**src/rtl/redirect_gen.sv**
```systemverilog
// redirect_gen: turns resolved branches that miss the fall-through prediction into a held redirect plus flush pulse.
// Optional `REDIRECT_CNT_EN adds the saturating mispred_cnt output.
module redirect_gen (
   input  logic        clk,
   input  logic        rst,
   input  logic        br_valid,
   input  logic [63:0] br_pc,
   input  logic        br_taken,
   input  logic [63:0] br_target,
   output logic        br_ready,
   output logic        redirect_valid,
   output logic [63:0] redirect_target,
   input  logic        redirect_ready,
   output logic        flush,
   output logic        misalign_err
`ifdef REDIRECT_CNT_EN
   ,
   output logic [63:0] mispred_cnt
`endif
);
   typedef enum logic {IDLE, PENDING} state_e;
   state_e      state_q, state_d;
   logic [63:0] target_q, target_d, fall_thru, actual;
   logic        flush_q, flush_d, misalign_q, misalign_d;
   logic        accept, misalign, mispred;
   assign fall_thru = br_pc + 64'd4;
   assign actual    = br_taken ? br_target : fall_thru;
   assign accept    = br_valid && state_q == IDLE;
   assign misalign  = br_taken && br_target[1:0] != 2'b00;
   // a not-taken branch always matches the fall-through, so only aligned taken targets can redirect
   assign mispred   = accept && !misalign && actual != fall_thru;
   always_ff @(posedge clk) begin
      if (!rst) begin
         state_q    <= IDLE;
         target_q   <= '0;
         flush_q    <= 1'b0;
         misalign_q <= 1'b0;
      end else begin
         state_q    <= state_d;
         target_q   <= target_d;
         flush_q    <= flush_d;
         misalign_q <= misalign_d;
      end
   end
   always_comb begin
      state_d    = state_q == IDLE ? (mispred ? PENDING : IDLE) : (redirect_ready ? IDLE : PENDING);
      target_d   = mispred ? actual : target_q;
      flush_d    = mispred;
      misalign_d = accept && misalign;
   end
   always_comb begin
      br_ready        = state_q == IDLE;
      redirect_valid  = state_q == PENDING;
      redirect_target = target_q;
      flush           = flush_q;
      misalign_err    = misalign_q;
   end
`ifdef REDIRECT_CNT_EN
   logic [63:0] cnt_q, cnt_d;
   assign cnt_d = mispred && ~&cnt_q ? cnt_q + 64'd1 : cnt_q;
   always_ff @(posedge clk) begin
      if (!rst) cnt_q <= '0;
      else cnt_q <= cnt_d;
   end
   assign mispred_cnt = cnt_q;
`endif
endmodule

```
**config.mk**
```make
export PLATFORM = sky130hd
export DESIGN_NAME = redirect_gen
export DESIGN_NICKNAME = d
export VERILOG_FILES = /design/src/rtl/redirect_gen.sv
export SDC_FILE = /design/constraint.sdc
export NUM_CORES = 1
export LEC_CHECK = 0
export ABC_AREA = 1
export CORE_ASPECT_RATIO = 2
export CORE_MARGIN = 2
export CORE_UTILIZATION = 56
export CTS_CLUSTER_SIZE = 25
export DETAILED_ROUTE_END_ITERATION = 16
export DONT_BUFFER_PORTS = 1
export PLACE_DENSITY = 0.77
export SLEW_MARGIN = 15
export SYNTH_ARGS = -nofsm -noshare
export SYNTH_HDL_FRONTEND = slang
export SYNTH_SLANG_ARGS = --single-unit
export TNS_END_PERCENT = 10
```
**constraint.sdc**
```tcl
create_clock -name clk -period 4.8 [get_ports clk]
set_input_delay 0.96 -clock clk [delete_from_list [all_inputs] [get_ports clk]]
set_output_delay 0.96 -clock clk [all_outputs]
set_load 0.05 [all_outputs]
```
Yosys cells after proc, flatten, opt, wreduce, memory -nomap -nowiden
Index checks and enable logic that the tools add are counted.
{ "word_totals": {"reg_bits": 67, "n_memories": 0, "out_inout_bits": 68, "latch_bits": 0, "ram_bits": 0, "input_bits": 133, "romBits": 0} }
{ "classes": {"n_eq_ne": 1, "mul": 0, "shift": 0, "addsub": 1, "n_lt_le_gt_ge": 0, "reduce_logical": 7, "bitwise": 1, "n_div": 0, "muxes": 4} }
{ "op_table": {"columns": ["cell", "count"], "rows": [
  ["$add 64x3->64 const B", 1],
  ["$mux 64", 1],
  ["$ne 64x64->1", 1],
  ["$logic_and 1x1->1", 5],
  ["$mux 1", 3],
  ["$reduce_bool 2->1", 1],
  ["$logic_not 1->1", 1],
  ["$not 1->1", 1]
]} }

Longest topological paths before layout
Gate-level depths: netlist of the first run.
{ "depth": {"depth_word": 7, "depth_mapped": 21} }

Worst setup path before layout of the first run
Ideal clock, no wire load.
{ "synth_timing": {"path_type": "input-to-reg", "startpoint": "input br_pc[2]", "endpoint": "register target_q[10], in the netlist redirect_target[10]", "path_slack_ns": 1.757, "n_path_buf": 2, "required_ns": 4.685, "arrival_time_ns": 2.928, "path_stages": 20, "cell_sequence": "ha_1 -> nand2_1 -> nor2_2 -> nand2_1 -> nor2_4 -> nand2_2 -> o21ai_1 -> nand2_1 -> nand3_1 -> nand2_1 -> nor2_1 -> nand2_1 -> nor2_1 -> nand2_1 -> nor2_1 -> nand2_2 -> buf_6 -> buf_6 -> a21oi_2 -> nor2_1"} }
{ "synth_via": {"elab_chain_cells": 4} }
{ "synth_rtl": {"columns": ["item", "line", "rtl"], "rows": [
  ["start: declaration", "7", "input logic [63:0] br_pc,"],
  ["$add 64x3->64 (*)", "26", "assign fall_thru = br_pc + 64'd4;"],
  ["$mux 64", "27", "assign actual = br_taken ? br_target : fall_thru;"],
  ["$ne 64x64->1", "31", "assign mispred = accept && !misalign && actual != fall_thru;"],
  ["$logic_and 1x1->1", "31", null],
  ["end signal: assignment", "40", "target_q <= target_d;"],
  ["end: declaration", "23", "logic [63:0] target_q, target_d, fall_thru, actual;"]
]} }
Mark *: on every way between the ends. The rest lies on a longest branch, timed or not.
A chain may end at the register's enable or synchronous reset.

Worst setup path in the final report of the first run
{ "layout_timing": {"startpoint": "input br_pc[2]", "endpoint": "register state_q, in the netlist redirect_valid"} }
{ "layout_via": {"elab_chain_cells": 6} }
{ "layout_rtl": {"columns": ["item", "line", "rtl"], "rows": [
  ["$add 64x3->64 (*)", "26", null],
  ["$mux 64", "27", null],
  ["$ne 64x64->1 (*)", "31", null],
  ["$logic_and 1x1->1 (*)", "31", null],
  ["$mux 1 (*) (2 in series)", "46", "state_d = state_q == IDLE ? (mispred ? PENDING : IDLE) : (redirect_ready ? IDLE : PENDING);"],
  ["end signal: assignment", "39", "state_q <= state_d;"],
  ["end: declaration", "22", "state_e state_q, state_d;"]
]} }
Marked as above.

==> metrics.cfg, run 1 <==
[run_status]
status=finished clean

[cts]
cts_hold_buf=0
cts-resized-gates=0
numCtsBuffers=9
htree_levels=3
cts_tree=yes
clk-insertion-delay-late_ns=0.34
post_cts.repair.setup_buffers=0
clock_sinks=67
cts_root_buf=clkbuf_16
clkTransAtPathRegs_ns=0.06
cts.path.max_buffers=2

[logic_synthesis]
synth-seq-cells=67
syn-num-nets=1449
synth_largest_area_cell=nand2_1
synthDistinctLibCells=33
synth_area_sq_um=7060
seq_area_frac_synth=0.190
netlist.area_leader.share=0.233
synth_area_per_cell_sq_um=5.37
ys_top_cells_by_area=nand2_1, dfxtp_1, nand3_1
synth_cells=1315
yosys_warnings=0

[power]
leakage_nw=3.52
p_total_mw=1.89
powerDensity_nw_per_um2=258
ir_drop_mv=0.218

[worst_setup_path]
crit_path_start_kind=input pin
crit_chain=ha_1 -> nand3_1 -> nor2_2 -> nand3_1 -> nor2_1 -> nand4_1 -> nand2_1 -> nand3_1 -> nand2_1 -> nor2_1 -> nand2_1 -> nor2_1 -> nand2_1 -> nor2_1 -> nand2_4 -> buf_12 -> nand2_1 -> a21oi_1
crit_required_ns=5.07
crit_family=simple AND/OR/NAND/NOR gates
end_kind=register
slowest_stage=buf_12
arrival_ns=4.05
critPathMostFrequentCell=nand2_1
crit_path_max_incr_delay_ns=0.45
crit_fanout=125
cp_num_buf_inv=1
critical_path_class=in2reg

[final_layout]
fin_cells=1430
final_area_sq_um=7340
area_delta_synth_final_pct=3.94
num_antenna_cells=0
layout-drive-gt1-share=0.0742
nets=1409

[floorplanning]
io-pin-count=201
core_area_sq_um=12400
row_count=58
die_y_um=163
die_x_um=83.4
die_area_sq_um=13600
start_util=0.569

[placed_design]
dp_cells=1414
portBuffers=0
dp.final_hpwl_mm=21.2
post-place-ws_ns=0.761
postPlaceCellArea_sq_um=7030
gp_congestion=1.05

[timing]
totalNegativeSetupSlack_ns=0
fin_crit_ns=3.79
worst_slack_ns=1.01
finalSetupViolCount=0
hold_viol=0
worst_pin_slew_ns=1.00
max_freq_mhz=264
post-route-period-util=0.789
slew_headroom=0.332
finalMaxSlewViolations=0
skew_ns=0.00633
rsz0062_at_grt=false

[grt]
track_usage=0.374
antenna_found_initial=0
grt_first_pass_wirelength_mm=40.0
grt-ovfl-total=0
grt_pass1_vias=7853
grt_max_degree=161

[drt]
drt_iter0_markers=558
wl_mm=26.2
vias=8513
drt-wirelength-per-cell_um=18.3
viasPerCell=5.95
drc=0
antenna_left=0
firstDrtPassIters=6

[run]
drv_cap=0

[min_path]
worstHoldPathType=reg2reg

-- metal layers --
metal  global-route usage  vias up  wire length (um)
li1                     -     4179                 -
met1                0.396     3831              9240
met2                0.658      406             13000
met3               0.0902       97              2200
met4                0.237        0              1730
met5                    0        -                 0
-- final timing paths --
| path | startpoint | end | slack (ns) | depth (start not counted) |
|---|---|---|---|---|
| min reg2reg | redirect_target[1]$_SDFFE_PN0P_ | redirect_target[1]$_SDFFE_PN0P_ | 0.70 | 2 |
| max reg2reg | redirect_valid$_SDFF_PN0_ | redirect_target[44]$_SDFFE_PN0P_ | 2.28 | 7 |
| max | br_pc[2] | redirect_valid$_SDFF_PN0_ | 1.01 | 18 |
| min | redirect_target[1]$_SDFFE_PN0P_ | redirect_target[1]$_SDFFE_PN0P_ | 0.70 | 2 |
-- where the power goes --
group	switching [mW]	internal [mW]	total [mW]
registers	0.192	0.601	0.793
clock network	0.273	0.454	0.727
logic	0.229	0.143	0.372
total	0.694	1.20	1.89
-- tightest hold or removal path, delay by kind of cell, from the launching register on --
kind,cells,cell delay (ns)
and+or+nand+nor,2,0.19
DFF,1,0.47
-- Yosys cell counts (all sizes together) --
library cell / instances
a21boi: 7
a21o: 1
a21oi: 76
a31oi: 20
and2: 1
buf: 30
clkbuf: 26
dfxtp: 67
ha: 1
inv: 132
nand2: 446
nand3: 162
nand3b: 5
nand4: 59
nor2: 217
nor3: 5
o211ai: 1
o21a: 1
o21ai: 42
o21bai: 3
or2: 2
xnor2: 6
xor2: 5
-- cell families after synthesis --
| family | share of synthesized area |
|---|---|
| adders and majority gates | 0.00177 |
| DFF | 0.190 |
| and+or+nand+nor | 0.542 |
| xor gates and xnor gates | 0.0136 |
| buffers and inverters | 0.110 |
| AOI/OAI and AO/OA | 0.142 |
-- stage by stage --
stage                     hold WS, ns   util
after floorplan                 0.660      -
after global placement          0.678  0.566
after detailed placement        0.684  0.566
after CTS                       0.693  0.591
after global routing            0.719  0.591
final                           0.695  0.591
-- area by class of cell --
class	count	area, sq um
Clock buffer	11	233
Timing Repair Buffer	5	50.0
Multi-Input combinational cell	1060	4950
Clock inverter	5	77.6
Inverter	132	495
Sequential cell	67	1340
Fill cell	1367	5070
Tap cell	150	188
-- registers in the layout, summed over array words and instances, names as in the netlist --
| register | count |
|---|---|
| redirect_valid | 1 |
| redirect_target | 64 |
| flush | 1 |
| misalign_err | 1 |
-- placed cells by master (no fill, tap or decap) --
| cell type | netlist | final |
|---|---|---|
| a31oi_1 | 20 | 20 |
| o21bai_1 | 2 | 2 |
| o21bai_2 | 1 | 1 |
| or2_2 | 2 | 2 |
| clkinv_2 | 0 | 2 |
| dfxtp_1 | 67 | 67 |
| xnor2_1 | 6 | 6 |
| ha_1 | 1 | 1 |
| nor3_1 | 5 | 5 |
| nand3_1 | 162 | 162 |
| o211ai_1 | 1 | 1 |
| o21ai_1 | 11 | 11 |
| nand2_1 | 439 | 439 |
| a21oi_1 | 26 | 26 |
| nand3b_1 | 5 | 5 |
| clkbuf_16 | 0 | 9 |
| buf_4 | 1 | 4 |
| a21oi_2 | 50 | 50 |
| nand2_4 | 0 | 1 |
| inv_1 | 128 | 128 |
| nor2_4 | 6 | 7 |
| nor2_1 | 206 | 205 |
| clkinvlp_4 | 0 | 1 |
| inv_2 | 4 | 4 |
| and2_1 | 1 | 1 |
| nand2_2 | 7 | 6 |
| nand4_1 | 59 | 59 |
| clkbuf_1 | 26 | 2 |
| buf_12 | 0 | 1 |
| a21o_1 | 1 | 1 |
| o21ai_0 | 31 | 31 |
| o21a_1 | 1 | 1 |
| bufinv_16 | 0 | 2 |
| nor2_2 | 5 | 5 |
| a21boi_0 | 7 | 7 |
| xor2_1 | 5 | 5 |
(Power assumes the default switching activity.)
==> inputs of run 2 (changes only) <==
- clock period: 4.8 -> 3.97 ns (I/O delays scaled with it)
==> run 2 against run 1 <==
Via count fell by 0.88%. First-iteration DRC count fell by 14%. Hold slack got worse by 0.11 ns. Global-route usage fell by 0.61 points. Setup slack got worse by 0.48 ns. Count of clock-buffer cells in the layout did not move. Clock skew fell by 0.0020 ns. Routed wire length fell by 2.2%. Critical path type unchanged. Critical endpoint is now redirect_target[44]$_SDFFE_PN0P_. Largest power group unchanged.
==> metrics.cfg, run 2 (same netlist as run 1, synthesis figures left out) <==
[final_layout]
layout_common_cells=nand2_1, nor2_1, nand3_1  ; unchanged
area_delta_synth_final_pct=4.93  ; was 3.94%
num_antenna_cells=0  ; unchanged
largest_reg_flops=64  ; unchanged
layout-drive-gt1-share=0.0785  ; was 0.0742
fill_cells=1328  ; was 1,367
final_common_cell=nand2_1  ; unchanged
nets=1415  ; was 1,409
final_area_sq_um=7410  ; was 7340 sq um

[worst_setup_path]
end_kind=register  ; unchanged
crit_path_max_incr_delay_ns=0.41  ; was 0.45 ns
crit_path_start_kind=input pin  ; unchanged
reg2reg_from=redirect_valid$_SDFF_PN0_  ; unchanged
r2r_setup_slack_ns=1.44  ; was 2.28 ns
crit_required_ns=4.20  ; was 5.07 ns
crit_chain=ha_1 -> nand3_1 -> nor2_2 -> nand3_1 -> nor2_1 -> nand2_1 -> nand4_1 -> nand2_1 -> nor2_1 -> nand3_1 -> nor2_1 -> nand3_1 -> nor2_1 -> nand2_4 -> buf_12 -> a21oi_1 -> nor2_1  ; was ha_1 -> nand3_1 -> nor2_2 -> nand3_1 -> nor2_1 -> nand4_1 -> nand2_1 -> nand3_1 -> nand2_1 -> nor2_1 -> nand2_1 -> nor2_1 -> nand2_1 -> nor2_1 -> nand2_4 -> buf_12 -> nand2_1 -> a21oi_1
slowest_stage=nor2_1  ; was buf_12
arrival_ns=3.66  ; was 4.05 ns
crit_fanout=90  ; was 125
critPathMostFrequentCell=nor2_1  ; was nand2_1
critical_path_class=in2reg  ; unchanged
reg2reg_depth=7  ; unchanged
reg2reg_to=redirect_target[44]$_SDFFE_PN0P_  ; unchanged

[floorplanning]
core_area_sq_um=12400  ; unchanged
row_count=58  ; unchanged
start_util=0.569  ; unchanged
die_x_um=83.4  ; unchanged
io-pin-count=201  ; unchanged
die_y_um=163  ; unchanged
die_area_sq_um=13600  ; unchanged

[power]
leakage_nw=3.56  ; was 3.52 nW
ir_drop_mv=0.280  ; was 0.218 mV
powerDensity_nw_per_um2=309  ; was 258 nW/um^2

[drt]
drt-wirelength-per-cell_um=17.8  ; was 18.3 um
drc=0  ; unchanged
firstDrtPassIters=8  ; was 6
met3_length_mm=2.22  ; was 2.20 mm
viasPerCell=5.88  ; was 5.95
wl_met1_mm=9.02  ; was 9.24 mm
wl_mm=25.6  ; was 26.2 mm
drt_iter0_markers=478  ; was 558
vias=8438  ; was 8,513
antenna_left=0  ; unchanged
highest_layer=met4  ; unchanged
met2WireLength_mm=12.9  ; was 13.0 mm

[cts]
cts_hold_buf=0  ; unchanged
cts-resized-gates=0  ; unchanged
clk-insertion-delay-late_ns=0.34  ; about the same
cts_root_buf=clkbuf_16  ; unchanged
numCtsBuffers=9  ; unchanged
htree_levels=3  ; unchanged
cts.path.max_buffers=2  ; unchanged
post_cts.repair.setup_buffers=0  ; unchanged
clkTransAtPathRegs_ns=0.06  ; about the same
clock_sinks=67  ; unchanged
cts_tree=yes  ; unchanged

[timing]
slew_headroom=0.447  ; was 0.332
rsz0062_at_grt=false  ; unchanged
totalNegativeSetupSlack_ns=0  ; unchanged
post-route-period-util=0.865
hold_viol=0  ; unchanged
worst_pin_slew_ns=0.828  ; was 1.00 ns
fin_crit_ns=3.43
finalMaxSlewViolations=0  ; unchanged
skew_ns=0.00430  ; was 0.00633 ns
max_freq_mhz=291
finalSetupViolCount=0  ; unchanged

[placed_design]
dp.final_hpwl_mm=20.7  ; was 21.2 mm
portBuffers=0  ; unchanged
gp_congestion=1.01  ; was 1.05
postPlaceCellArea_sq_um=7100  ; was 7030 sq um

[grt]
grt_first_pass_wirelength_mm=39.4  ; was 40.0 mm
grt_pass1_vias=7854  ; was 7,853
grt_max_degree=161  ; unchanged
antenna_found_initial=0  ; unchanged
track_usage=0.368  ; was 0.374
grt-ovfl-total=0  ; unchanged

[min_path]
holdPathStages=2  ; unchanged
holdPathEnd=redirect_target[11]$_SDFFE_PN0P_  ; was redirect_target[1]$_SDFFE_PN0P_
min_from=rst  ; was redirect_target[1]$_SDFFE_PN0P_
worstHoldPathType=in2reg  ; was reg2reg

[run_status]
status=finished clean  ; unchanged

[run]
drv_cap=0  ; unchanged

run 2: final cells by class:
class	instances	area [sq um]	share of cell area
multi-input cells	1060	4950	0.669
flip-flops and latches	67	1340	0.181
inverters	132	495	0.0669
clock buffers	11	233	0.0314
well taps	150	188	0.0253
repair buffers	11	120	0.0162
clock inverters	5	77.6	0.0105
run 2: per-stage QoR:
step / total power, mW / std cells / utilization / setup WS, ns / hold slack (ns)
6_report: 2.29 / 1436 / 0.597 / 0.537 / 0.588
2_1_floorplan: 1.35 / 1315 / - / 1.09 / 0.660
3_5_place_dp: 1.42 / 1420 / 0.572 / 0.212 / 0.705
4_1_cts: 2.28 / 1436 / 0.597 / 0.560 / 0.579
5_1_grt: 2.37 / 1436 / 0.597 / 0.348 / 0.590
3_3_place_gp: 1.41 / 1420 / 0.572 / 0.300 / 0.684
run 2: worst max path at each step:
stage	slack [ns]	depth (start not counted)	end	start
floorplan	1.09	20	redirect_target[10]$_SDFFE_PN0P_	br_pc[2]
global placement	0.30	17	redirect_target[63]$_SDFFE_PN0P_	br_pc[2]
detailed placement	0.21	18	redirect_target[0]$_SDFFE_PN0P_	br_pc[2]
CTS	0.56	18	redirect_target[0]$_SDFFE_PN0P_	br_pc[2]
global route	0.35	18	redirect_target[0]$_SDFFE_PN0P_	br_pc[2]
finish	0.54	17	redirect_target[44]$_SDFFE_PN0P_	br_pc[2]
run 2: report_power, final:
group | internal (mW) | total, mW | switching [mW] | leakage [nW]
clock | 0.549 | 0.879 | 0.330 | 0.150
combinational | 0.179 | 0.450 | 0.271 | 2.85
sequential | 0.727 | 0.960 | 0.233 | 0.553
run 2: critical path, delay by kind of cell:
kind / cells / cell delay [ns]
simple gates: 14 / 2.14
buf+inv: 1 / 0.23
compound gates: 1 / 0.21
fa+ha+maj: 1 / 0.16
run 2: layer usage:
metal,track usage,vias up
met5,0,-
met4,0.213,0
met3,0.0938,82
met2,0.648,390
met1,0.394,3779
li1,-,4187
